### src/rtl/mem_arbiter_pkg.sv
// mem_arbiter_pkg: shared widths and read-owner encoding for the memory arbiter
package mem_arbiter_pkg;
  localparam int DEF_ADDR_WIDTH = 12;
  localparam int DEF_DATA_WIDTH = 32;
  typedef enum logic [1:0] {OWN_NONE, OWN_INST, OWN_DATA} owner_e;
endpackage

### src/rtl/mem_arbiter.sv
// mem_arbiter: shares one single-port synchronous RAM between fetch and load/store
module mem_arbiter
  import mem_arbiter_pkg::*;
#(
  parameter int ADDR_WIDTH = DEF_ADDR_WIDTH,
  parameter int DATA_WIDTH = DEF_DATA_WIDTH,
  parameter int MAX_STREAK = 2
) (
  input  logic                  clk,
  input  logic                  rst,
  input  logic                  i_inst_req,
  input  logic [31:0]           i_inst_addr,
  output logic                  o_inst_gnt,
  output logic                  o_inst_rvalid,
  output logic [DATA_WIDTH-1:0] o_inst_rdata,
  input  logic                  i_data_req,
  input  logic                  i_data_we,
  input  logic [3:0]            i_data_be,
  input  logic [31:0]           i_data_addr,
  input  logic [DATA_WIDTH-1:0] i_data_wdata,
  output logic                  o_data_gnt,
  output logic                  o_data_rvalid,
  output logic [DATA_WIDTH-1:0] o_data_rdata,
  output logic                  o_mem_en,
  output logic [3:0]            o_mem_we,
  output logic [ADDR_WIDTH-1:0] o_mem_addr,
  output logic [DATA_WIDTH-1:0] o_mem_wdata,
  input  logic [DATA_WIDTH-1:0] i_mem_rdata
);
  localparam int SW = MAX_STREAK > 0 ? $clog2(MAX_STREAK + 1) : 1;
  localparam logic [SW-1:0] SMAX = SW'(MAX_STREAK);
  owner_e owner, owner_nxt;
  logic [SW-1:0] streak, streak_nxt;
  logic inst_gnt, data_gnt;
  logic unused_addr;
  assign unused_addr = ^{i_inst_addr[1:0], i_inst_addr[31:ADDR_WIDTH+2],
                         i_data_addr[1:0], i_data_addr[31:ADDR_WIDTH+2]};
  // data wins ties until fetch has been passed over MAX_STREAK times in a row
  always_comb begin
    data_gnt = !rst && i_data_req && !(i_inst_req && streak == SMAX);
    inst_gnt = !rst && i_inst_req && !data_gnt;
    streak_nxt = (inst_gnt || !i_inst_req) ? '0 :
                 (data_gnt && streak != SMAX) ? streak + SW'(1) : streak;
    owner_nxt = inst_gnt ? OWN_INST : (data_gnt && !i_data_we) ? OWN_DATA : OWN_NONE;
  end
  // owner remembers who gets next cycle's RAM read data; streak counts fetch waits
  always_ff @(posedge clk) begin
    if (rst) begin
      owner  <= OWN_NONE;
      streak <= '0;
    end else begin
      owner  <= owner_nxt;
      streak <= streak_nxt;
    end
  end
  assign o_inst_gnt    = inst_gnt;
  assign o_data_gnt    = data_gnt;
  assign o_mem_en      = inst_gnt || data_gnt;
  assign o_mem_we      = (data_gnt && i_data_we) ? i_data_be : 4'b0;
  assign o_mem_addr    = data_gnt ? i_data_addr[ADDR_WIDTH+1:2] :
                         inst_gnt ? i_inst_addr[ADDR_WIDTH+1:2] : '0;
  assign o_mem_wdata   = data_gnt ? i_data_wdata : '0;
  assign o_inst_rvalid = !rst && owner == OWN_INST;
  assign o_data_rvalid = !rst && owner == OWN_DATA;
  assign o_inst_rdata  = i_mem_rdata;
  assign o_data_rdata  = i_mem_rdata;
endmodule

### config.mk
export PLATFORM = sky130hd
export DESIGN_NAME = mem_arbiter
export DESIGN_NICKNAME = d
export VERILOG_FILES = /design/src/rtl/mem_arbiter_pkg.sv /design/src/rtl/mem_arbiter.sv
export SDC_FILE = /design/constraint.sdc
export NUM_CORES = 1
export LEC_CHECK = 0
export BUFFER_PORTS_ARGS = -buffer_cell sky130_fd_sc_hd__buf_2
export CELL_PAD_IN_SITES_DETAIL_PLACEMENT = 1
export CELL_PAD_IN_SITES_GLOBAL_PLACEMENT = 2
export CORE_ASPECT_RATIO = 0.6
export CORE_UTILIZATION = 10
export DETAILED_ROUTE_END_ITERATION = 12
export GPL_ROUTABILITY_DRIVEN = 0
export GPL_TIMING_DRIVEN = 0
export MAX_ROUTING_LAYER = met4
export PLACE_DENSITY = 0.95
export SYNTH_ARGS = -nofsm -noshare
export SYNTH_HDL_FRONTEND = slang
export SYNTH_SLANG_ARGS = --single-unit
### constraint.sdc
create_clock -name clk -period 3.75 [get_ports clk]
set_clock_uncertainty 0.1 [all_clocks]
set_input_delay 0.375 -clock clk [delete_from_list [all_inputs] [get_ports clk]]
set_output_delay 0.375 -clock clk [all_outputs]
set_load 0.05 [all_outputs]
==> metrics <==
overall routed net length=6284 um; crit path max fanout=10; Resized cells post-CTS=0; internal reg-to-reg setup slack=2.31 ns; DRT antenna net count=0; worst endpoint required time=3.27 ns; PwrDens=276.4 nW/um^2; Post-Syn Area per Cell=7.160 um^2; clock buffer count from CTS=3; HP Start=i_data_we; Switching Share=0.5087; placed cell count=473; hold_ws=0.2521 ns; Worst R2R Path Depth=6; commonest non-fill, non-tap cell in the layout=buf_2; status=complete, no violations; worst slack, placed=1.642 ns; # setup viols final=0; Rel. slew slack=0.6694; Initial Util=0.1040; Antenna Cells=0; critical path startpoint=streak[0]; Net Count, Synth=293; CTS tree=yes; Fmax=426.6 MHz; crit share post-route=0.6252; filler cell count=1,383; Critical Path AT=1.87 ns; clock tree buffer depth=2; max-cap violations=0; Pwr Total=0.6232 mW; Synth top area share=0.4464; min Tclk post-route=2.344 ns; Seq pwr share=0.072; Die Width=138.0 um; Post-CTS Repair Setup Buffers=0; area post-placement=2180 um^2; CTS H-tree lvls=1; total core area=10,670 um^2; # IOs=254; NetSw=0.3170 mW; Post-Syn Area=1110 um^2; CTS clk-pin slew, worst paths=0.03 ns; leading cell types in the layout, fill and taps excluded=183 x buf_2, 66 x buf_4, 32 x and2_1; first-pass GRT wire length=9494 um; actual slew at the worst max-slew pin=0.4959 ns; post-route core utilization=0.2114; GR Overflow Total=0; via/cell ratio=3.443; post-detail-place hpwl=5798 um; worst r2r dst=owner[0]; cells after synthesis=155; Unique masters post-synth=19; largest net degree at the start of global routing=11; cell area after layout=2255 um^2; kind of critical path=reg -> out; Total Routing Usage GR=0.1065; via count=1,639; DR pass1 iterations=4; max-slew violations=0; slack of the critical path=1.406 ns; synth warn=0; Die Area=11,540 um^2; Critical Path Source Type=register; Area Overhead vs Synth=103.2%; root buffer cell=clkbuf_16; Synth Register Bits=4; clock latency on the worst-skew pair=0.22 ns; Peak VDD IR=0.1478 mV; Final nets=477; fin cells=476; Hold Buf Count CTS=0; Post-route DRC=0; Iter 0 DRT Violations=27; Worst Hold Class=in -> reg; IO buf count=179; RSZ-0062 raised after global routing=false; Comb pwr share=0.665; Avg WL per Cell=13.20 um; Pleak=1.386 nW; Yosys top cell by area=buf_4; type of destination of the critical path=primary output; clock network power share=0.263; die height=83.60 um; synth top area cells=buf_4 45%, and2_1 18%, a32oi_1 9.5%; Final TNS setup=0 ns; Seq/Total Area, Yosys=0.07215; FP Rows=29; FF-to-FF Start=streak[0]; initial antenna violation count=0; layout cell share with drive strength beyond 1=0.7596; vias in the first global route=1,777; Internal=0.3062 mW; clock sink count=4; final hold vios=0; Setup crit end=o_mem_addr[5]
state kept, by name, indices dropped and copies added, names as in the netlist:
register,cells
streak,2
owner,2
area by class of cell:
cell class | instances | area [um^2] | area share
Buffer | 74 | 545.5 | 0.2420
Sequential cell | 4 | 80.08 | 0.03552
Clock buffer | 3 | 75.07 | 0.03330
Tap cell | 139 | 173.9 | 0.07714
Inverter | 1 | 3.754 | 0.001665
Timing Repair Buffer | 179 | 895.9 | 0.3973
Multi-Input combinational cell | 76 | 480.5 | 0.2131
cells by family (layout without fill, tap and decap cells):
| group | Yosys count | after routing | synth area share |
|---|---|---|---|
| and+or+nand+nor | 61 | 61 | 0.3123 |
| DFF | 4 | 4 | 0.07216 |
| adders and majority gates | 1 | 1 | 0.01127 |
| buffers and inverters | 75 | 257 | 0.4949 |
| AOI/OAI and AO/OA | 14 | 14 | 0.1094 |
critical path: stages, from the launching register on:
cell and delay, ns:
dfxtp_1 0.32, inv_1 0.05, ha_1 0.24, a21boi_1 0.25
buf_2 0.30, a32oi_1 0.09, nor2_1 0.13, buf_2 0.27
routing by layer:
layer,up-vias,part of all wire,track usage
met2,42,0.54,0.1905
met3,12,0.020,0.01377
met4,0,0.050,0.06194
li1,804,-,-
met1,781,0.39,0.1140
met5,-,0,-
cells in the mapped netlist, drive strengths merged:
master / n
a21boi: 1
a21oi: 1
a32oi: 12
and2: 32
and3: 4
buf: 72
clkbuf: 2
dfxtp: 4
ha: 1
inv: 1
nand2: 1
nand2b: 3
nor2: 16
nor2b: 1
nor3: 2
nor3b: 2
power by group through the flow:
| stage | Clock, mW | Sequential, mW | Combinational [mW] |
|---|---|---|---|
| floorplan | 0 | 0.0454 | 0.313 |
| global placement | 0 | 0.0455 | 0.410 |
| detailed placement | 0 | 0.0456 | 0.417 |
| CTS | 0.169 | 0.0450 | 0.418 |
| global route | 0.173 | 0.0451 | 0.432 |
| finish | 0.164 | 0.0450 | 0.414 |
worst min path at each step:
| stage | to | slack [ns] | cells past startpoint |
|---|---|---|---|
| 2_1_floorplan | streak[0] | 0.30 | 1 |
| 3_3_place_gp | streak[0] | 0.31 | 1 |
| 3_5_place_dp | streak[0] | 0.32 | 1 |
| 4_1_cts | owner[1] | 0.25 | 2 |
| 5_1_grt | owner[1] | 0.27 | 2 |
| 6_report | owner[1] | 0.25 | 2 |
(Power assumes the default switching activity.)
